**src/rtl/rv_ctrl_pkg.sv**
```systemverilog
// ---------------------------------------------------------------------------
// rv_ctrl_pkg
// Shared constants for the branch resolution / PC sequencing block:
//   - branch funct3 encodings
//   - branch_ctrl FSM state encoding
//   - sequential fetch PC increment
// ---------------------------------------------------------------------------
package rv_ctrl_pkg;

    localparam logic [2:0] F3_BEQ  = 3'b000;
    localparam logic [2:0] F3_BNE  = 3'b001;
    localparam logic [2:0] F3_BLT  = 3'b100;
    localparam logic [2:0] F3_BGE  = 3'b101;
    localparam logic [2:0] F3_BLTU = 3'b110;
    localparam logic [2:0] F3_BGEU = 3'b111;

    typedef enum logic [1:0] {
        ST_RUN   = 2'd0,
        ST_FLUSH = 2'd1,
        ST_TRAP  = 2'd2
    } state_e;

    localparam int unsigned PC_INC = 4;

endpackage

```
**src/rtl/branch_decide.sv**
```systemverilog
// ---------------------------------------------------------------------------
// branch_decide
// Combinational taken / not-taken decision for the execute-stage control
// transfer.
//   Branch  in  : instruction is a conditional branch
//   Jump    in  : instruction is JAL/JALR (always taken, wins over Branch)
//   Funct3  in  : branch condition field
//   BrEq    in  : comparator equality result
//   BrLt    in  : comparator less-than result (signedness chosen upstream)
//   Taken   out : control transfer is taken
// ---------------------------------------------------------------------------
module branch_decide
    import rv_ctrl_pkg::*;
(
    input  logic       Branch,
    input  logic       Jump,
    input  logic [2:0] Funct3,
    input  logic       BrEq,
    input  logic       BrLt,
    output logic       Taken
);

    always_comb begin
        Taken = 1'b0;
        if (Jump) begin
            Taken = 1'b1;
        end else if (Branch) begin
            // Signed and unsigned variants share one BrLt; the comparator
            // has already been steered by BrUn.
            case (Funct3)
                F3_BEQ:  Taken = BrEq;
                F3_BNE:  Taken = !BrEq;
                F3_BLT:  Taken = BrLt;
                F3_BGE:  Taken = !BrLt;
                F3_BLTU: Taken = BrLt;
                F3_BGEU: Taken = !BrLt;
                default: Taken = 1'b0;
            endcase
        end
    end

endmodule

```
**src/rtl/branch_ctrl.sv**
```systemverilog
// ---------------------------------------------------------------------------
// branch_ctrl
// Branch resolution and fetch PC sequencing. Redirects fetch on taken
// control transfers, flushes younger instructions for FLUSH_CYCLES
// unstalled cycles, and holds a misaligned target as a trap until acked.
//   clk, rst      in  : clock, synchronous active-high reset
//   Stall         in  : freezes PC, state and flush counter
//   ExValid       in  : execute instruction valid
//   Branch/Jump/Jalr/Funct3 in : control-transfer decode
//   BrEq, BrLt    in  : comparator results
//   Target        in  : ALU-computed target address
//   TrapAck       in  : trap handler acknowledge
//   BrUn          out : comparator unsigned select (Funct3[1])
//   PC            out : registered fetch address
//   PCSel         out : redirect taken this cycle (combinational)
//   Flush         out : registered IF/ID kill
//   MisalignTrap  out : registered, high while trapped
//   MisalignAddr  out : registered offending target
// ---------------------------------------------------------------------------
module branch_ctrl
    import rv_ctrl_pkg::*;
#(
    parameter int unsigned         DWIDTH       = 32,
    parameter logic [DWIDTH-1:0]   RESET_PC     = '0,
    parameter logic [DWIDTH-1:0]   TRAP_VEC     = 'h100,
    parameter int unsigned         FLUSH_CYCLES = 2
) (
    input  logic              clk,
    input  logic              rst,
    input  logic              Stall,
    input  logic              ExValid,
    input  logic              Branch,
    input  logic              Jump,
    input  logic              Jalr,
    input  logic [2:0]        Funct3,
    input  logic              BrEq,
    input  logic              BrLt,
    input  logic [DWIDTH-1:0] Target,
    input  logic              TrapAck,
    output logic              BrUn,
    output logic [DWIDTH-1:0] PC,
    output logic              PCSel,
    output logic              Flush,
    output logic              MisalignTrap,
    output logic [DWIDTH-1:0] MisalignAddr
);

    localparam logic [2:0]        CNT_INIT = 3'(FLUSH_CYCLES);
    localparam logic [DWIDTH-1:0] INC      = DWIDTH'(PC_INC);

    state_e            state_q, state_d;
    logic [2:0]        cnt_q, cnt_d;
    logic [DWIDTH-1:0] pc_q, pc_d;
    logic [DWIDTH-1:0] maddr_q, maddr_d;
    logic              flush_q, trap_q;
    logic              taken;
    logic [DWIDTH-1:0] eff_tgt;
    logic              misaligned;

    branch_decide u_decide (
        .Branch (Branch),
        .Jump   (Jump),
        .Funct3 (Funct3),
        .BrEq   (BrEq),
        .BrLt   (BrLt),
        .Taken  (taken)
    );

    assign BrUn       = Funct3[1];
    // JALR drops bit 0 of its target; bit 1 still flags 4-byte misalignment.
    assign eff_tgt    = Jalr ? {Target[DWIDTH-1:1], 1'b0} : Target;
    assign misaligned = eff_tgt[1];

    always_comb begin
        state_d = state_q;
        cnt_d   = cnt_q;
        pc_d    = pc_q;
        maddr_d = maddr_q;
        PCSel   = 1'b0;
        case (state_q)
            ST_RUN: begin
                if (!Stall) begin
                    if (ExValid && taken && !misaligned) begin
                        PCSel   = 1'b1;
                        pc_d    = eff_tgt;
                        cnt_d   = CNT_INIT;
                        state_d = ST_FLUSH;
                    end else if (ExValid && taken) begin
                        maddr_d = eff_tgt;
                        state_d = ST_TRAP;
                    end else begin
                        pc_d = pc_q + INC;
                    end
                end
            end
            ST_FLUSH: begin
                if (!Stall) begin
                    pc_d  = pc_q + INC;
                    cnt_d = cnt_q - 3'd1;
                    if (cnt_q == 3'd1) begin
                        state_d = ST_RUN;
                    end
                end
            end
            ST_TRAP: begin
                // The acknowledge is honoured even while the pipe is stalled.
                if (TrapAck) begin
                    pc_d    = TRAP_VEC;
                    cnt_d   = CNT_INIT;
                    state_d = ST_FLUSH;
                end
            end
            default: begin
                state_d = ST_RUN;
            end
        endcase
    end

    always_ff @(posedge clk) begin
        if (rst) begin
            state_q <= ST_RUN;
            cnt_q   <= 3'd0;
            pc_q    <= RESET_PC;
            maddr_q <= '0;
            flush_q <= 1'b0;
            trap_q  <= 1'b0;
        end else begin
            state_q <= state_d;
            cnt_q   <= cnt_d;
            pc_q    <= pc_d;
            maddr_q <= maddr_d;
            flush_q <= (state_d == ST_FLUSH);
            trap_q  <= (state_d == ST_TRAP);
        end
    end

    assign PC           = pc_q;
    assign Flush        = flush_q;
    assign MisalignTrap = trap_q;
    assign MisalignAddr = maddr_q;

endmodule

```
**config.mk**
```make
export PLATFORM = sky130hd
export DESIGN_NAME = branch_ctrl
export DESIGN_NICKNAME = d
export VERILOG_FILES = /design/src/rtl/rv_ctrl_pkg.sv /design/src/rtl/branch_decide.sv /design/src/rtl/branch_ctrl.sv
export SDC_FILE = /design/constraint.sdc
export NUM_CORES = 1
export LEC_CHECK = 0
export CORE_UTILIZATION = 43
export DETAILED_ROUTE_END_ITERATION = 8
export PLACE_DENSITY = 0.77
export SLEW_MARGIN = 20
export SYNTH_ARGS = -nofsm -noshare
export SYNTH_HDL_FRONTEND = slang
export SYNTH_SLANG_ARGS = --single-unit
```
**constraint.sdc**
```tcl
create_clock -name clk -period 2.1 [get_ports clk]
set_clock_uncertainty 0.15 [all_clocks]
set_input_delay 0.42 -clock clk [delete_from_list [all_inputs] [get_ports clk]]
set_output_delay 0.42 -clock clk [all_outputs]
set_load 0.02 [all_outputs]
```
# Word-level counts from Yosys, hierarchy flattened
# Cells that the tools add are included.
[totals]
reg_bits = 71
in_bits = 45
output_inout_bits = 68
elab_cells = 63
[op_classes]
addsub = 2
eq_ne = 15
n_mux = 25
bitwise = 2
n_reduce_logical = 13
[op_table]
columns = ["op", "count"]
rows = [
  ["32-bit 2-to-1 mux", 5],
  ["32-bit case mux with 3 select lines", 1],
  ["32-bit by 3-bit adder with 32-bit output (second input constant)", 1],
  ["3-bit == test (second input constant)", 4],
  ["2-bit 2-to-1 mux", 6],
  ["3-bit 2-to-1 mux", 4],
  ["5-bit AND reduction", 2],
  ["3-bit case mux with 3 select lines", 1],
  ["2-bit inequality test (second input constant)", 4],
  ["3-bit by 1-bit == test with 1-bit output (second input constant)", 2],
  ["1-bit 2-to-1 mux", 6],
  ["2-bit case mux with 3 select lines", 1],
  ["2-bit by 1-bit == test with 1-bit output (second input constant)", 2],
  ["2-bit == test (second input constant)", 2],
  ["1-bit case mux with 4 select lines", 1],
  ["4-bit AND reduction", 1],
  ["2-bit OR reduction", 2],
  ["1-bit zero test", 3],
  ["3-bit zero test", 1],
  ["3-bit inequality test (second input constant)", 1],
  ["3-bit nonzero test", 1],
  ["3-bit by 1-bit subtractor with 3-bit output (second input constant)", 1],
  ["1-bit logical AND", 2],
  ["2-bit zero test", 1],
  ["1-bit NOT", 2],
]

# Longest topological paths before layout
# Gate-level depths: netlist of run 1.
[logic_depth]
word_depth = 11
depth_mapped = 11
depth_no_buf = 8

# Modules after synthesis
# From an unflattened synthesis of run 1, not the netlist that was laid out.
[unflattened]
cells_unflattened = 469
hier_area_um2 = 3654.8
[modules_own_cells]
columns = ["module", "instances", "cells_each", "area_per_inst_um2", "seq_area_each_um2"]
rows = [
  ["branch_ctrl", 1, 463, 3618.5, 1421.4],
  ["branch_decide", 1, 6, 36.3, 0.0],
]

# Worst setup path before layout of run 1
# Ideal clock, no wire load.
[synth_timing]
path_type = "reg2reg"
from = "reg state_q[1]"
to = "reg pc_q[29] (netlist: PC[29])"
setup_time_ns = 0.103
arrival_time_ns = 1.948
required_time_ns = 1.847
setup_slack_ns = -0.102
path_stages_with_launch = 11
path_buffers = 2
period_less_slack_ns = 2.202
cell_sequence = "dfxtp_1 > inv_1 > ha_1 > buf_2 > o21ai_0 > o211ai_1 > a211o_1 > buf_6 > a21oi_1 > nor2_1 > a2111oi_2"
[synth_between]
elab_chain_cells = 3
word_cells_on_any_way = 10
cone_classes = "eq/ne (6); mux (1); reduce/logical (3)"
[synth_rtl]
columns = ["item", "line_no", "source"]
rows = [
  ["start, declared", "branch_ctrl.sv:51", "state_e state_q, state_d;"],
  ["start signal, assigned", "branch_ctrl.sv:128", "state_q <= state_d;"],
  ["2-bit == test, or another cell as far along", "branch_ctrl.sv:80", "case (state_q)"],
  ["2-bit inequality test (no line), or another cell as far along", "-", ""],
  ["5-bit AND reduction (no line)", "-", ""],
  ["end signal, assigned", "branch_ctrl.sv:130", "pc_q <= pc_d;"],
  ["end, declared", "branch_ctrl.sv:53", "logic [DWIDTH-1:0] pc_q, pc_d;"],
]
# Several ways; a longest one is shown, not always the timed one.
# A chain may end at the register's enable or synchronous reset.

# Worst setup path in the final report of run 1
[layout_timing]
from = "reg state_q[0]"
to = "reg pc_q[19] (netlist: PC[19])"
# The elaborated chain is that of the path after synthesis.

==> results of run 1 <==
## where the power goes
group | switching, mW | leakage [nW] | internal, mW
sequential | 0.0616 | 0.581 | 1.43
clock | 0.557 | 0.112 | 0.732
combinational | 0.704 | 1.74 | 0.708
## per-stage QoR
step	util, %	setup slack, ns
after global placement	64.95	-0.6645
final	74.71	-0.1123
after global routing	74.71	-0.1678
after CTS	69.31	-0.01943
after detailed placement	64.95	-0.7376
after floorplan	-	-0.01704
## repair_timing
action	CTS	global route
resized for setup	38	68
pin swaps	14	34
hold buffers	0	0
endpoints found under the setup margin	69	33
buffers inserted	8	12
cloned	0	4
## final cells by class
class	count	area, µm²	share of cell area, %
clock buffer	11	151.4	2.335
multi-input combinational	337	2567	39.60
timing repair buffer	215	2071	31.94
inverter	11	43.79	0.6754
clock inverter	5	80.08	1.235
sequential	71	1435	22.13
tap	108	135.1	2.084
## cell usage in the layout, fill, tap and decap left out, drive strengths merged, types with 7 or more instances in the layout
master | Yosys | routed
and3 | 7 | 7
a21oi | 29 | 29
nand2 | 17 | 17
buf | 19 | 103
clkbuf | 11 | 14
clkdlybuf4s50 | 0 | 100
dfxtp | 71 | 71
nand4 | 12 | 12
a221oi | 13 | 13
ha | 7 | 7
nor3 | 26 | 26
xnor2 | 8 | 8
inv | 11 | 11
mux2i | 32 | 32
nor2 | 70 | 70
nor4 | 8 | 8
a31oi | 8 | 8
nand2b | 7 | 7
o21ai | 12 | 12
nand3 | 17 | 17
## sequential cells by signal (all words and copies together) (netlist names)
| register | flops |
|---|---|
| MisalignTrap | 1 |
| MisalignAddr | 32 |
| cnt_q | 3 |
| state_q | 2 |
| PC | 32 |
| Flush | 1 |
## layer usage
| metal | global-route usage, % | vias up | routed length [µm] |
|---|---|---|---|
| met5 | 0 | - | 0 |
| met2 | 46.63 | 199 | 6888 |
| met4 | 10.57 | 0 | 262 |
| met3 | 4.581 | 27 | 925 |
| li1 | - | 2045 | - |
| met1 | 33.54 | 2192 | 5676 |
## synthesized netlist by cell type (all sizes together), types with 4 or more instances
master	count
a211oi	6
a21o	4
a21oi	29
a221oi	13
a22oi	5
a31oi	8
and3	7
buf	19
clkbuf	11
dfxtp	71
ha	7
inv	11
mux2i	32
nand2	17
nand2b	7
nand3	17
nand4	12
nor2	70
nor3	26
nor4	8
o21ai	12
o32ai	5
xnor2	8
xor2	6
## worst max-delay path, delay by kind of cell, from the launching register on
family | cells | cell delay, ns
fa+ha+maj | 1 | 0.15
simple gates | 1 | 0.28
flops | 1 | 0.34
compound gates | 5 | 0.92
buf+inv | 2 | 0.29
## worst paths after layout
| kind | cells after the start | from | to | slack [ns] |
|---|---|---|---|---|
| worst min-delay path | 2 | rst | MisalignAddr[15]$_SDFFE_PP0P_ | 0.31 |
| worst max register to register | 9 | state_q[0]$_SDFF_PP0_ | PC[19]$_SDFFE_PP0P_ | -0.11 |
| worst max-delay path | 9 | state_q[0]$_SDFF_PP0_ | PC[19]$_SDFFE_PP0P_ | -0.11 |
| worst min register to register | 1 | PC[1]$_SDFFE_PP0P_ | PC[1]$_SDFFE_PP0P_ | 0.33 |
## logic make-up (layout without fill, tap and decap cells)
family                   Yosys count  in the layout  share of synthesized area [%]
AND/OR/NAND/NOR                  183            183                          24.39
adder cells (fa/ha/maj)            7              7                          2.292
multiplexers                      32             32                          8.383
buffers and inverters             41            242                          5.141
AO/OA/AOI/OAI                    101            101                          19.38
flip-flops                        71             71                          37.20
XOR/XNOR                          14             14                          3.209
==> results.txt, run 1 <==
- Share of the synthesized area in the top cell type: 37.20%
- Number of rows in the core area: 34
- Global-route wire length before repair: 19240 µm
- For this configuration, the core starts out at a cell density of about 44%.
* Diode insertion count for antenna repair: 0
- Across every metal layer, demand over resource in global routing totals 27.11%.
* Number of clock sinks seen by CTS: 71
* Clock root buffer master: sky130_fd_sc_hd__clkbuf_8
- H-tree depth reported by CTS: 3
- Of all cell types, the one taking the most synthesized area is sky130_fd_sc_hd__dfxtp_1.
- Horizontal extent of the die: about 96 µm
- In this run the mean area of a mapped cell was 8.510 µm².
* Synth-to-Final Area Change: 69.68%
* Final Slew Violations: 0
- Violated checks: setup timing
* Final hold vios: 0
* Slew margin rel.: 72.78%
- The floorplan step defined a die boundary enclosing 9267 µm².
* IR drop worst, VDD: between 0.3 and 0.4 mV
* Via-per-instance ratio: 5.888
- Leakage power: between 2 and 2.5 nW
* Die Y-Extent: 96.27 µm
* Number of non-filler instances in the completed layout: 758
* Post-layout minimum cycle time: 2.212 ns
* Share of flip-flops with an asynchronous set or reset: 0%
- The via count of the first global-routing pass was 4041.
* Fraction of the cycle the final worst path needs: 105.3%
- Grt total ovfl: 0
- Maximum Capacitance Violations: 0
- Number of register bits inferred by synthesis: 71
- Setup violations remaining at the end of the flow were counted as 11.
- Minimum setup slack in the final design: -0.1123 ns
* Worst Path Max Fanout: 7
* Count of TritonRoute iterations in the first routing pass: 5
- After routing the design area is roughly 6500 µm².
* CP cell instances: buf_6 > ha_4 > o21ai_2 > o211ai_1 > a211o_4 > buf_12 > nor4_4 > a31oi_1 > a21oi_1
- The final route contains 4463 vias.
- Total clock buffers created by CTS: 9
- Boundary pin count: 113
* Total Routed Length: between 10000 and 15000 µm
* Number of fill cells: 594
* Type of origin of the critical path: flip-flop
- Setup repair after global routing could not meet its margin everywhere.
* Area of placed instances: around 5600 µm²
- The flow ran to the end, but the final reports show violations.
- At the end of the flow, the number of nets in the layout was 697.
* Maximum number of pins on one net before global-route repair: 33
- In the final routed layout, each cell accounts on average for 18.14 µm.
- The count of nets left with antenna violations once routing finished came out at 0.
* Transition time at the pin with the least slew margin: 0.4046 ns
- Timing would allow up to 452.0 MHz.
- The congestion estimate from routability-driven global placement came to about 0.87.
- Proportion of synthesized chip area in sequential cells: 37.20%
- STA classifies the critical path endpoint as a flip-flop.
- Counting every instance in the synthesized netlist gives 449.
* Syn Std Cell Area: 3821 µm²
- Endpoint required time on the critical path: 2.24 ns
* Register clock-pin slew on the reported worst setup and hold paths: 0.08 ns
- Leading register cell type out of synthesis: sky130_fd_sc_hd__dfxtp_1
* Ratio of total power to cell area: 646.5 nW/µm²
* Number of remaining DRC errors: 0
* Share of layout cells above drive strength 1: a little under a third
- Number of unique standard cell types used by synthesis: 61
- By area the synthesized netlist is led by sky130_fd_sc_hd__dfxtp_1 (37%), sky130_fd_sc_hd__mux2i_1 (8.4%), sky130_fd_sc_hd__nor2_1 (6.9%).
- The largest single stage delay on the critical path is between 0.4 and 0.5 ns.
- Worst hold margin: between 0.3 and 0.4 ns
- Hpwl dp: a little under 9000 µm
- Critical Path Slowest Stage Cell: sky130_fd_sc_hd__a211o_4
- In this run, synthesis inferred 0 flip-flops with an integrated enable.
- Total nets after synthesis: roughly 500
* Core Area: 8678 µm²
- In the final timing run, aggregate negative setup slack is -0.5809 ns.
- Clock tree from TritonCTS: built
* Buffer depth of the longest clock path: 2
- The tightest min-delay check is of the input port to flip-flop type.
- Antenna violations before repair: 0
* Worst path arrival time: 2.35 ns
- Summing internal, switching and leakage power gives 4.192 mW.
- Once placement completed, the tool counted placed cells totaling 720.
* DRC violation total after the first TritonRoute iteration: 327
* Ys Warns: 0
- Insertion delay of the later-clocked pin in the worst-skew pair: about 0.36 ns
* Count of port buffers added during placement: 112
- Class of the most critical setup path: flip-flop to flip-flop
Power figures use the tool's default switching activity.
==> run 2, diff against run 1 <==
--- a/config.mk
+++ b/config.mk
@@ -8,7 +8,9 @@
 export CORE_UTILIZATION = 43
 export DETAILED_ROUTE_END_ITERATION = 8
 export PLACE_DENSITY = 0.77
+export SETUP_SLACK_MARGIN = 0.1
 export SLEW_MARGIN = 20
 export SYNTH_ARGS = -nofsm -noshare
 export SYNTH_HDL_FRONTEND = slang
 export SYNTH_SLANG_ARGS = --single-unit
+export TNS_END_PERCENT = 20
==> run 2 against run 1 <==
Net effect: the flow still finishes with violations (setup timing); global-route usage grew 1.7 points; clock power is essentially flat; final cell count grew 0.92%; sequential power is essentially flat; register-to-register slack gained 0.06 ns; core utilization grew 1.2 points; largest cell class unchanged.
==> results.txt, run 2 (synthesis results as in run 1) <==
* Most frequent standard cell in the layout excluding fill and tap cells: sky130_fd_sc_hd__buf_4
* Horizontal extent of the die: 96.27 µm
- The floorplan step set the die height to 96.27 µm.
- For this block, the routed nets add up to 14080 µm of wire.
* IR drop worst, VDD: 0.3822 mV
* Most used cells in the layout excluding fill and tap cells: sky130_fd_sc_hd__buf_4 (89), sky130_fd_sc_hd__clkdlybuf4s50_1 (73), sky130_fd_sc_hd__dfxtp_1 (65), sky130_fd_sc_hd__nor2_1 (62), sky130_fd_sc_hd__mux2i_1 (32)
- Total die area: roughly 9000 µm²
- The signal on the critical path passes through buf_6 > ha_4 > o21ai_2 > o211ai_1 > buf_4 > a211oi_4 > buf_4 > nor2_2 > a2111o_1 > a21oi_1.
- FF-to-FF setup slack: -0.05 ns
* Boundary pin count: roughly 110
- The finished layout holds 765 standard cells, fillers aside.
* Number of nets still failing antenna checks after routing: 0
- In this run the worst hold path is classified as flip-flop to flip-flop.
- For the worst setup path, the data arrival time is between 2 and 2.5 ns.
- Wire length per cell after detailed routing: 18.41 µm
* Buffer and inverter count on the worst path: 3
- Fraction of the cycle the final worst path needs: 102.5%
* Unrepaired setup endpoints after global routing: yes
* Endpoint required time on the critical path: 2.23 ns
* Final hold vios: 0
- For this configuration, the core starts out at a cell density of 44.03%.
- Crit. End Element: flip-flop
- Total routing usage reported by global routing: 28.85%
- The first global-routing pass estimated 20440 µm of wire.
- The tree built by TritonCTS fans out to 71 sinks.
* Vias post-DR: ~4500
* Post-layout minimum cycle time: 2.152 ns
- On the critical path, the stage with the largest delay is an instance of sky130_fd_sc_hd__a2111o_1.
- Count of port buffers added during placement: approximately 110
- Hold repair after CTS inserted 0 buffers.
- The H-tree generated during clock tree synthesis spans 3 levels.
- Setup violations remaining at the end of the flow were counted as 7.
* Count of TritonRoute iterations in the first routing pass: 5
* Status: finished, violations left
* Cell occurring most often along the worst timing path: sky130_fd_sc_hd__buf_4
- The total area inside the core boundary comes to approximately 8700 µm².
* Buffer depth of the longest clock path: 2
- The layout has 602 filler cells.
- For the pin with the worst max-slew slack, the measured transition is between 0.5 and 0.6 ns.
- Compared with the post-synthesis result, the final layout area differs by 72.43%.
* Setup slack after placement: -0.7609 ns
* Cell class contributing the biggest share of worst-path delay: compound AO/OA/AOI/OAI gates
- Power after layout: 4.265 mW
- Register clock-pin slew on the reported worst setup and hold paths: 0.08 ns
- CTS placed an instance of sky130_fd_sc_hd__clkbuf_8 at the clock tree root.
* Violated checks: setup timing
* Class of the most critical setup path: flip-flop to flip-flop
* DRC violation total after the first TritonRoute iteration: 349
* CP max stage delay: roughly 0.36 ns
- Top achievable clock speed: 464.7 MHz
* Total clock buffers created by CTS: 9
* Insertion delay of the later-clocked pin in the worst-skew pair: approximately 0.35 ns
- Type of origin of the critical path: flip-flop
- Once routing completed, OpenROAD measured the worst setup slack at -0.05177 ns.
* Grt total ovfl: 0
- Placed Cells: 724
- After routing, the total negative slack on setup checks comes to -0.1406 ns.
- The net count of the finished layout is between 700 and 800.
- Share of layout cells above drive strength 1: 33.79%
- Ratio of total power to cell area: roughly 650 nW/µm²
- The initial antenna violation count is 0.
* Maximum Capacitance Violations: 0
* Via-per-instance ratio: 5.908
* Worst Path Max Fanout: 3
* Maximum number of pins on one net before global-route repair: 27
- Headroom to the max-slew limit came out at 61.41%.
* Number of remaining DRC errors: 0
- Via count of the first global-routing pass: roughly 4300
- Detailed placement finished with a half-perimeter wire length of 9085 µm.
- Leakage power: 2.693 nW
- Row generation in the floorplan step produced 34 rows.
- Diode insertion count for antenna repair: 0
- TritonCTS built the clock tree.
- The number of slew-limit violations in the final report came to 0.
- The congestion estimate from routability-driven global placement came to 0.8968.
run 2: worst paths after layout:
path	from	endpoint	cells past startpoint
worst max register to register	state_q[0]$_SDFF_PP0_	PC[2]$_SDFFE_PP0P_	10
worst max-delay path	state_q[0]$_SDFF_PP0_	PC[2]$_SDFFE_PP0P_	10
worst min-delay path	cnt_q[1]$_SDFFE_PP0P_	cnt_q[1]$_SDFFE_PP0P_	2
worst min register to register	cnt_q[1]$_SDFFE_PP0P_	cnt_q[1]$_SDFFE_PP0P_	2
run 2: report_power, final:
group	internal (mW)	total (mW)	switching (mW)	leakage (nW)
combinational	0.722	1.45	0.728	2.00
clock	0.787	1.32	0.535	0.117
sequential	1.43	1.49	0.0643	0.580
run 2: worst reg2reg max path, stage by stage, from the launching register on:
cell and delay (ns):
sky130_fd_sc_hd__dfxtp_2 0.34, sky130_fd_sc_hd__buf_6 0.12, sky130_fd_sc_hd__ha_4 0.16, sky130_fd_sc_hd__o21ai_2 0.12, sky130_fd_sc_hd__o211ai_1 0.14, sky130_fd_sc_hd__buf_4 0.18
sky130_fd_sc_hd__a211oi_4 0.20, sky130_fd_sc_hd__buf_4 0.17, sky130_fd_sc_hd__nor2_2 0.03, sky130_fd_sc_hd__a2111o_1 0.36, sky130_fd_sc_hd__a21oi_1 0.12
run 2: through the flow:
stage / util [%] / hold WS (ns) / instance area, µm²
global placement: 65.38 / 0.3023 / 5674
global route: 75.92 / 0.3443 / 6589
CTS: 71.99 / 0.3365 / 6247
detailed placement: 65.38 / 0.3240 / 5674
finish: 75.92 / 0.3284 / 6589
floorplan: - / 0.3027 / 3890
run 2: cell type report:
type	instances	area (µm²)	share of cell area, %
clock buffers	10	127.6	1.937
clock inverters	5	107.6	1.633
inverters	11	43.79	0.6646
multi-input cells	337	2654	40.28
flip-flops and latches	71	1431	21.72
well taps	108	135.1	2.051
repair buffers	223	2090	31.71
run 2: layer usage:
layer  track usage [%]  part of all wire (%)
met2             50.65                    50
met1             34.76                    39
met5                 0                     0
met4             11.32                   3.0
met3             4.976                   7.3
run 2: timing repair:
action,in CTS,in global routing
pin swaps,27,25
gates resized for setup,98,73
gates cloned,1,0
endpoints found under the setup margin,93,76
setup buffers,17,9
==> run 3, diff against run 2 <==
--- a/config.mk
+++ b/config.mk
@@ -5,9 +5,9 @@
 export SDC_FILE = /design/constraint.sdc
 export NUM_CORES = 1
 export LEC_CHECK = 0
-export CORE_UTILIZATION = 43
+export CORE_UTILIZATION = 40
 export DETAILED_ROUTE_END_ITERATION = 8
-export PLACE_DENSITY = 0.77
+export PLACE_DENSITY = 0.72
 export SETUP_SLACK_MARGIN = 0.1
 export SLEW_MARGIN = 20
 export SYNTH_ARGS = -nofsm -noshare
==> run 3 against run 2 <==
Net effect: the flow still finishes with violations (setup timing); worst setup slack better by 0.023 ns; maximum frequency is 1.1% higher; power down 6.0%; global-route usage down 1.7 points; hold slack worse by 0.00064 ns; critical path type unchanged; sequential power about the same; count of clock-buffer cells in the layout grew 1; design area is 1.4% higher; die area increased by 7.3%.
==> results.txt, run 3 (synthesis results as in run 1) <==
- Relative to the synthesized area, the layout overhead comes to 74.89%.
* Area of all sequential standard cells: 1440 µm²
- Worst path depth: 9
- Setup violations remaining at the end of the flow were counted as 4.
* Global-route wire length before repair: 21450 µm
- Multi-input gate area: between 2000 and 3000 µm²
* Boundary pin count: 113
- The min-delay analysis places its worst path in the category flip-flop to flip-flop.
- The initial antenna violation count came to 0.
- Cell class contributing the biggest share of worst-path delay: compound AO/OA/AOI/OAI gates
* Number of nets in the layout: 710
* Maximum number of pins on one net before global-route repair: 31
- Number of remaining DRC errors: 0
* Maximum Capacitance Violations: 0
- Total clock buffers created by CTS: 9
* Hpwl dp: between 9000 and 10000 µm
- Data arrives at the worst endpoint at 2.20 ns.
- At the placement stage, the worst setup path has a slack of -0.7286 ns.
* Number of nets still failing antenna checks after routing: 0
- In the layout the commonest cells are sky130_fd_sc_hd__buf_4 (89), sky130_fd_sc_hd__clkdlybuf4s50_1 (72), sky130_fd_sc_hd__nor2_1 (64), sky130_fd_sc_hd__dfxtp_1 (60), sky130_fd_sc_hd__mux2i_1 (32).
- The design draws ~4 mW.
- Final hold vios: 0
- Dividing total power by cell area gives a power density of 599.8 nW/µm².
- Number of fill cells: about 670
- After detailed placement, the design holds a cell count of 743.
- Minimum setup slack in the final design: -0.02842 ns
- Violated checks: setup timing
- Grt total ovfl: 0
* Internal cell power: 2.634 mW
- The number of slew-limit violations in the final report is 0.
- Startpoint of the worst setup timing path: state_q[0]$_SDFF_PP0_
- Sw Ratio: ~34%
- The run finished, with violations left.
- Dividing the final minimum period by the clock period gives 101.4%.
* Area of placed instances: 5698 µm²
- From left edge to right edge, the die measures 99.74 µm.
- Across every metal layer, demand over resource in global routing totals between 20% and 30%.
- Summed over all nets, the switching power comes to roughly 1.4 mW.
* Cts hold-fix bufs: 0
* Critical Path Slowest Stage Cell: sky130_fd_sc_hd__a211o_4
- Leakage power: 2.691 nW
- The via count of the first global-routing pass is 4353.
- Counting every sink on the clock net gives 71.
- Insertion delay of the later-clocked pin in the worst-skew pair: 0.36 ns
- Diode insertion count for antenna repair: 0
- Via-per-instance ratio: 5.624
* Number of rows in the core area: 35
* Most frequent standard cell in the layout excluding fill and tap cells: sky130_fd_sc_hd__buf_4
- Fin util: 72.32%
- Type of origin of the critical path: flip-flop
* Combinational power share: 37.8%
- Post-layout minimum cycle time: 2.128 ns
- Crit. End Element: flip-flop
- Total die area: 9948 µm²
- Core Area: 9240 µm²
- In this run the deepest clock path goes through 2 buffers.
- Die Y-Extent: about 100 µm
- The share of total power dissipated in the clock network is 24.8%.
- The startpoint identified for the worst hold timing path is MisalignAddr[1]$_SDFFE_PP0P_.
* Count of TritonRoute iterations in the first routing pass: 5
- Part of the total power dissipated in sequential elements: between 30% and 40%
- Once layout is complete, the cells apart from fillers number 792.
- CP cell instances: buf_6 > ha_4 > o21ai_2 > o211ai_1 > a211o_4 > buf_12 > buf_16 > a21oi_1 > o32ai_1
- Along the worst path, the maximum fanout reaches 8.
- The number of cells on the worst reg-to-reg path is 9.
- Buffer and inverter count on the worst path: 3
- IR drop worst, VDD: approximately 0.38 mV
- On the worst path, the slowest cell contributes a delay of roughly 0.40 ns.
- Share of layout cells above drive strength 1: 33.63%
* Top achievable clock speed: about 470 MHz
- Cell area after layout: 6683 µm²
- Headroom to the max-slew limit came out at about two thirds.
- H-tree depth reported by CTS: 3
- CTS placed an instance of sky130_fd_sc_hd__clkbuf_8 at the clock tree root.
- Wire length per cell after detailed routing: 17.76 µm
- Reg-to-Reg Start: state_q[0]$_SDFF_PP0_
- For this configuration, the core starts out at a cell density of 41.35%.
- Hold path cells: 2
- Input and output buffers added on the ports amount to between 100 and 150.
- Endpoint required time on the critical path: 2.17 ns
- Setup repair after global routing could not meet its margin everywhere.
* Final weighted congestion in routability-driven placement: 0.9215
* Register clock-pin slew on the reported worst setup and hold paths: 0.09 ns
- The detailed router placed 4454 vias in this run.
- Transition time at the pin with the least slew margin: 0.5123 ns
- Total Routed Length: 14060 µm
* Class of the most critical setup path: flip-flop to flip-flop
- Clock tree from TritonCTS: built
- DRC violation total after the first TritonRoute iteration: just over 300
-- run 3: cell types whose count changed in the layout (fill, tap and decap cells not counted), sizes merged --
cell,before,now
clkinv,2,4
clkinvlp,0,1
bufinv,3,0
clkbuf,13,14
bufbuf,1,0
dlygate4sd2,25,27
buf,115,118
clkdlybuf4s15,0,2
clkdlybuf4s50,73,72
-- run 3: final timing paths --
kind | end | slack (ns)
max | PC[22]$_SDFFE_PP0P_ | -0.03
max reg2reg | PC[22]$_SDFFE_PP0P_ | -0.03
min | MisalignAddr[1]$_SDFFE_PP0P_ | 0.33
min reg2reg | MisalignAddr[1]$_SDFFE_PP0P_ | 0.33
-- run 3: metal layers --
| layer | GRT usage (%) | up-vias | wire (µm) | share of wire [%] |
|---|---|---|---|---|
| met2 | 46.31 | 203 | 6947 | 49 |
| met4 | 9.276 | 0 | 313 | 2.2 |
| met3 | 5.762 | 32 | 1039 | 7.4 |
| li1 | - | 2075 | - | - |
| met5 | 0 | - | 0 | 0 |
| met1 | 33.79 | 2144 | 5761 | 41 |
-- run 3: power by group through the flow --
stage / registers (mW) / logic (mW) / clock network (mW)
2_1_floorplan: 1.63 / 0.463 / 0
5_1_grt: 1.51 / 1.60 / 1.06
6_report: 1.50 / 1.51 / 0.995
3_3_place_gp: 1.51 / 1.12 / 0
3_5_place_dp: 1.51 / 1.14 / 0
4_1_cts: 1.48 / 1.36 / 0.997
-- run 3: what timing repair did --
| item | 4_1_cts | 5_1_grt |
|---|---|---|
| cloned | 4 | 3 |
| endpoints found under the setup margin | 93 | 51 |
| gates resized for setup | 105 | 60 |
| pin swaps | 28 | 31 |
| setup buffers | 12 | 15 |
-- run 3: worst register-to-register path, stage by stage, from the launching register on --
cell and delay, ns:
sky130_fd_sc_hd__dfxtp_2 0.35, sky130_fd_sc_hd__buf_6 0.12, sky130_fd_sc_hd__ha_4 0.15, sky130_fd_sc_hd__o21ai_2 0.12, sky130_fd_sc_hd__o211ai_1 0.14, sky130_fd_sc_hd__a211o_4 0.40
sky130_fd_sc_hd__buf_12 0.18, sky130_fd_sc_hd__buf_16 0.13, sky130_fd_sc_hd__a21oi_1 0.15, sky130_fd_sc_hd__o32ai_1 0.11
-- run 3: final cells by class --
| type | count | area share [%] |
|---|---|---|
| sequential | 71 | 21.55 |
| tap | 129 | 2.415 |
| clock buffer | 11 | 1.966 |
| inverter | 11 | 0.6553 |
| clock inverter | 5 | 0.5242 |
| multi-input combinational | 337 | 39.58 |
| timing repair buffer | 228 | 33.31 |
-- run 3: stage by stage --
step	hold WS (ns)	TNS (ns)
floorplan	0.3027	-0.01401
global placement	0.3023	-32.38
detailed placement	0.3140	-36.20
CTS	0.3323	-0.1079
global route	0.3474	-1.205
finish	0.3277	-0.08759
==> RTL change 1, RTL diff (flow settings as in run 3) <==
Register the input `Target` before use, without a reset. The logic sees it one clock later. The other inputs are not delayed to match.
--- a/src/rtl/branch_ctrl.sv
+++ b/src/rtl/branch_ctrl.sv
@@ -49,4 +49,10 @@
     localparam logic [DWIDTH-1:0] INC      = DWIDTH'(PC_INC);
 
+    logic [DWIDTH-1:0] Target_q;
+
+    always_ff @(posedge clk) begin
+        Target_q <= Target;
+    end
+
     state_e            state_q, state_d;
     logic [2:0]        cnt_q, cnt_d;
@@ -69,5 +75,5 @@
     assign BrUn       = Funct3[1];
     // JALR drops bit 0 of its target; bit 1 still flags 4-byte misalignment.
-    assign eff_tgt    = Jalr ? {Target[DWIDTH-1:1], 1'b0} : Target;
+    assign eff_tgt    = Jalr ? {Target_q[DWIDTH-1:1], 1'b0} : Target_q;
     assign misaligned = eff_tgt[1];
 
Function: changed (a bounded check fails within 4 cycles, from zero or initial values and one cycle with rst high).
==> RTL change 1 against run 3 <==
  * The run still ends with negative setup slack left
  * Setup slack worse by 0.17 ns
  * Largest power group is now registers
  * Core utilization fell by 5.6 points
  * Synthesized area grew 14%
  * Total power up 14%
  * Wire length decreased by 1.2%
  * Count of clock-buffer cells in the layout decreased by 2
  * Cell area increased by 4.0%
  * Sequential cell count rose by 32
==> RTL change 1: results (changes against run 3) <==
GRT:
- The wire length of the first global-routing pass is 21800 um (was 21400 um).
- The maximum number of pins on one net before global-route repair is 28 (was 31).
- The global-route met2 utilization is 40.0% (was 46.3%).
- The fraction of met1 tracks used by global routing is 30.7% (was 33.8%).
- The met3 global-route usage was 5.03% (was 5.76%).
- The global routing usage summed across all routing layers is 24.2% (was 27.1%).

Routing:
- The top layer used by detailed routing is met4 (unchanged).
- The detailed-routing wirelength on met1 is 5890 um (was 5760 um).
- The routed wire length on met3 came to 854 um (was 1040 um).
- The detailed route wirelength on metal2 is 6860 um (was 6950 um).
- The number of violations reported at the end of detailed-routing iteration 0 is 232 (was 304).
- The routed length per placed instance came to 16.9 um (was 17.8 um).
- The vias after detailed routing came to 4516 (was 4454).
- The total iterations of the first detailed-routing run came to 4 (was 5).

Worst setup path:
- The data arrival time of the critical path came to 2.43 ns (was 2.20 ns).
- The capturing element of the worst setup path was PC[28] (was PC[22]).
- The highest cell delay on the worst timing path is 0.43 ns (was 0.40 ns).
- The cell with the largest stage delay on the worst path is sky130_fd_sc_hd__or3b_4 (was sky130_fd_sc_hd__a211o_4).
- The startpoint type of the worst setup path is a flop (unchanged).
- The highest fanout seen on the critical path is 5 (was 8).

Yosys:
- Post-synth top cells: 103 x sky130_fd_sc_hd__dfxtp_1, 82 x sky130_fd_sc_hd__nand2_1, 54 x sky130_fd_sc_hd__a21oi_1, 29 x sky130_fd_sc_hd__nor2_1, 23 x sky130_fd_sc_hd__clkbuf_1 (was 71 x sky130_fd_sc_hd__dfxtp_1, 70 x sky130_fd_sc_hd__nor2_1, 32 x sky130_fd_sc_hd__mux2i_1, 29 x sky130_fd_sc_hd__a21oi_1, 25 x sky130_fd_sc_hd__nor3_1).
- The proportion of synthesized area in mux cells is 0% (was 8.38%).
- The post-synthesis adder-cell area fraction is 2.02% (was 2.29%).
- The number of standard cells after synthesis is 509 (was 449).
- The share of synthesized area occupied by flip-flops and latches is 47.5% (was 37.2%).
- The post-synthesis xor/xnor area fraction came to 2.02% (was 3.21%).

Pwr:
- The worst IR drop on VDD was 485 uV (was 376 uV).
- The leakage power of the design is 2.65 nW (was 2.69 nW).

Clocking:
- The clock latency of the later-clocked register in the worst-skew pair is 0.38 ns (was 0.36 ns).
- The count of buffers added by post-CTS timing repair for setup is 10 (was 12).
- The post-CTS resize count is 82 (was 105).

Layout:
- The count of non-filler cells in the finished layout is 824 (was 792).
- The layout filler cell count is 833 (was 665).
- The count of nets after finishing is 735 (was 710).

Placed design:
- The estimated wirelength of the detail-placed design was 9280 um (was 9200 um).
- The count of input and output buffers is 112 (unchanged).
- The post-placement cell count was 791 (was 743).
- The final estimated routing congestion in global placement was 0.836 (was 0.922).
- The instance area after placement is 0.00611 mm2 (was 0.00570 mm2).

Status:
- Run status: finished, violations left (unchanged).
- Violated checks: negative setup slack (unchanged).

STA:
- The final-report setup violation count was 37 (was 4).
- The slew at the pin closest to its max-slew limit is 0.520 ns (was 0.512 ns).
- The setup slack of the critical path after layout is -0.199 ns (was -0.0284 ns).
-- RTL change 1: layout make-up --
type                       count  area, um2  area share (%)
timing repair buffer         198       1920            27.6
tap                          136        170            2.45
clock buffer                   9        124            1.78
inverter                      16       60.1           0.864
sequential                   103       2070            29.7
clock inverter                 7       55.1           0.792
multi-input combinational    355       2550            36.8
-- RTL change 1: report_power, final --
group	total, W	internal, W	switching [W]
sequential	0.00214	0.00206	0.0000890
combinational	0.00124	0.000617	0.000622
clock	0.00119	0.000444	0.000746
total	0.00457	0.00312	0.00146
-- RTL change 1: per-stage QoR --
stage          utilization [%]  worst slack (ns)  power (W)  hold slack [ns]
2_1_floorplan                -            -0.189    0.00264            0.277
4_1_cts                   62.9            -0.133    0.00438            0.306
5_1_grt                   66.7            -0.311    0.00475            0.309
3_3_place_gp              58.7            -0.629    0.00311            0.294
3_5_place_dp              58.7            -0.641    0.00313            0.297
6_report                  66.7            -0.199    0.00457            0.310
==> RTL change 2, RTL diff (config.mk and constraints of run 3) <==
Made on the original files. Change the parameter `DWIDTH` from 32 to 48.
--- a/src/rtl/branch_ctrl.sv
+++ b/src/rtl/branch_ctrl.sv
@@ -21,5 +21,5 @@
     import rv_ctrl_pkg::*;
 #(
-    parameter int unsigned         DWIDTH       = 32,
+    parameter int unsigned         DWIDTH       = 48,
     parameter logic [DWIDTH-1:0]   RESET_PC     = '0,
     parameter logic [DWIDTH-1:0]   TRAP_VEC     = 'h100,
Interface: changed (resized MisalignAddr, PC and Target); port bits go from 113 to 161. The function was not compared with the original's and may differ.
==> RTL change 2 against run 3 <==
  * Combinational power increased by 15%
  * Cell area up 43%
  * Non-clock buffer count is 103 higher
  * The flow still finishes with violations (negative setup slack)
  * Highest routed layer unchanged
  * Synthesized area grew 41%
  * Largest power group is now registers
  * Setup slack got worse by 0.24 ns
  * Total power grew 41%
  * Wire length up 55%
  * Sequential cell count rose by 32
==> RTL change 2: results (changes against run 3) <==
Placed design:
- The count of input and output buffers is 160 (was 112).
- The estimated wirelength of the detail-placed design is 14300 um (was 9200 um).
- The worst setup timing slack at the placement stage was -1.04 ns (was -0.729 ns).
- The instance area after placement was 0.00835 mm2 (was 0.00570 mm2).

GRT:
- The met3 global-route usage is 5.96% (was 5.76%).
- The fraction of met1 tracks used by global routing is 36.3% (was 33.8%).
- The global routing usage summed across all routing layers was 30.0% (was 27.1%).
- The wire length of the first global-routing pass is 33700 um (was 21400 um).
- The number of global-route vias before repair is 6648 (was 4353).
- The global-route met2 utilization is 51.0% (was 46.3%).

Status:
- Violated checks: negative setup slack (unchanged).
- Run status: finished, violations left (unchanged).

STA:
- The setup slack of the critical path after layout came to -0.273 ns (was -0.0284 ns).
- The slew at the pin closest to its max-slew limit is 0.578 ns (was 0.512 ns).
- The final-report setup violation count is 47 (was 4).
- The final-layout setup total negative slack was -8.01 ns (was -0.0876 ns).

Yosys:
- The number of nets in the synthesized netlist is 765 (was 501).
- The number of unique standard cell types used by synthesis was 60 (was 61).
- Post-synth top cells: 118 x sky130_fd_sc_hd__nand2_1, 103 x sky130_fd_sc_hd__dfxtp_1, 80 x sky130_fd_sc_hd__a21oi_1, 47 x sky130_fd_sc_hd__clkbuf_1, 38 x sky130_fd_sc_hd__nor2_1 (was 71 x sky130_fd_sc_hd__dfxtp_1, 70 x sky130_fd_sc_hd__nor2_1, 32 x sky130_fd_sc_hd__mux2i_1, 29 x sky130_fd_sc_hd__a21oi_1, 25 x sky130_fd_sc_hd__nor3_1).

Clocking:
- The cell chosen for the clock root is sky130_fd_sc_hd__clkbuf_16 (was sky130_fd_sc_hd__clkbuf_8).

Routing:
- The routed length per placed instance is 18.6 um (was 17.8 um).

Hold path:
- The type of the most critical hold path is primary input to flop (was flop to flop).

Worst setup path:
- The data arrival time of the critical path is 2.48 ns (was 2.20 ns).

Pwr:
- The leakage power of the design is 3.78 nW (was 2.69 nW).
- The worst IR drop on VDD is 413 uV (was 376 uV).

Layout:
- The fraction of layout instances using a drive strength above 1 is 32.2% (was 33.6%).
- The number of antenna repair diodes is 0 (unchanged).
==> RTL change 2: kinds of logic (layout without fill, tap and decap cells) <==
| family | after synthesis | in the layout | share of synthesized area, % |
|---|---|---|---|
| buffers and inverters | 86 | 380 | 6.28 |
| adder cells (fa/ha/maj) | 7 | 7 | 1.63 |
| AND/OR/NAND/NOR | 290 | 293 | 27.2 |
| XOR/XNOR | 14 | 14 | 2.28 |
| flip-flops | 103 | 103 | 38.4 |
| AO/OA/AOI/OAI | 197 | 197 | 24.2 |
==> RTL change 2: stage by stage <==
stage | power (W) | hold slack [ns] | std cells
4_1_cts | 0.00547 | 0.190 | 1152
3_5_place_dp | 0.00355 | 0.296 | 1112
6_report | 0.00566 | 0.193 | 1166
5_1_grt | 0.00586 | 0.194 | 1166
2_1_floorplan | 0.00284 | 0.313 | 697
3_3_place_gp | 0.00351 | 0.292 | 1112
==> RTL change 2: final cells by class <==
type / count / area (um2)
clock inverters: 4 / 51.3
fillers: 920 / 3320
repair buffers: 331 / 3180
well taps: 172 / 215
clock buffers: 12 / 256
inverters: 33 / 126
multi-input cells: 511 / 3590
flip-flops and latches: 103 / 2130
==> RTL change 2: worst paths after layout <==
check / start / to / depth (start not counted)
worst min register to register: MisalignAddr[30] / MisalignAddr[30] / 2
worst min-delay path: rst / PC[43] / 2
worst max register to register: state_q[0] / PC[34] / 10
worst max-delay path: state_q[0] / PC[34] / 10
==> RTL change 2: repair_timing <==
item                                    CTS  global route
setup buffers                            18            15
resized for setup                       121            73
hold buffers                              0             0
endpoints found under the setup margin  132           117
cloned                                    6             1
pin swaps                                26            36
==> RTL change 2: worst max-delay path, cell delays in order (launching register included) <==
cell                       delay (ns)
sky130_fd_sc_hd__dfxtp_2         0.36
sky130_fd_sc_hd__inv_2           0.06
sky130_fd_sc_hd__ha_4            0.28
sky130_fd_sc_hd__buf_6           0.09
sky130_fd_sc_hd__o211ai_1        0.12
sky130_fd_sc_hd__buf_4           0.16
sky130_fd_sc_hd__o31a_4          0.41
sky130_fd_sc_hd__buf_12          0.17
sky130_fd_sc_hd__buf_4           0.13
sky130_fd_sc_hd__a22oi_1         0.23
sky130_fd_sc_hd__o22ai_1         0.10
==> RTL change 2: routing by layer <==
| layer | routed length, um | up-vias |
|---|---|---|
| met5 | 0 | - |
| met1 | 8840 | 3210 |
| li1 | - | 3128 |
| met3 | 1550 | 52 |
| met4 | 635 | 0 |
| met2 | 10700 | 315 |
==> RTL change 2: report_power, final <==
group | switching (W) | internal [W]
clock network | 0.000801 | 0.000997
logic | 0.000886 | 0.000856
registers | 0.0000682 | 0.00205
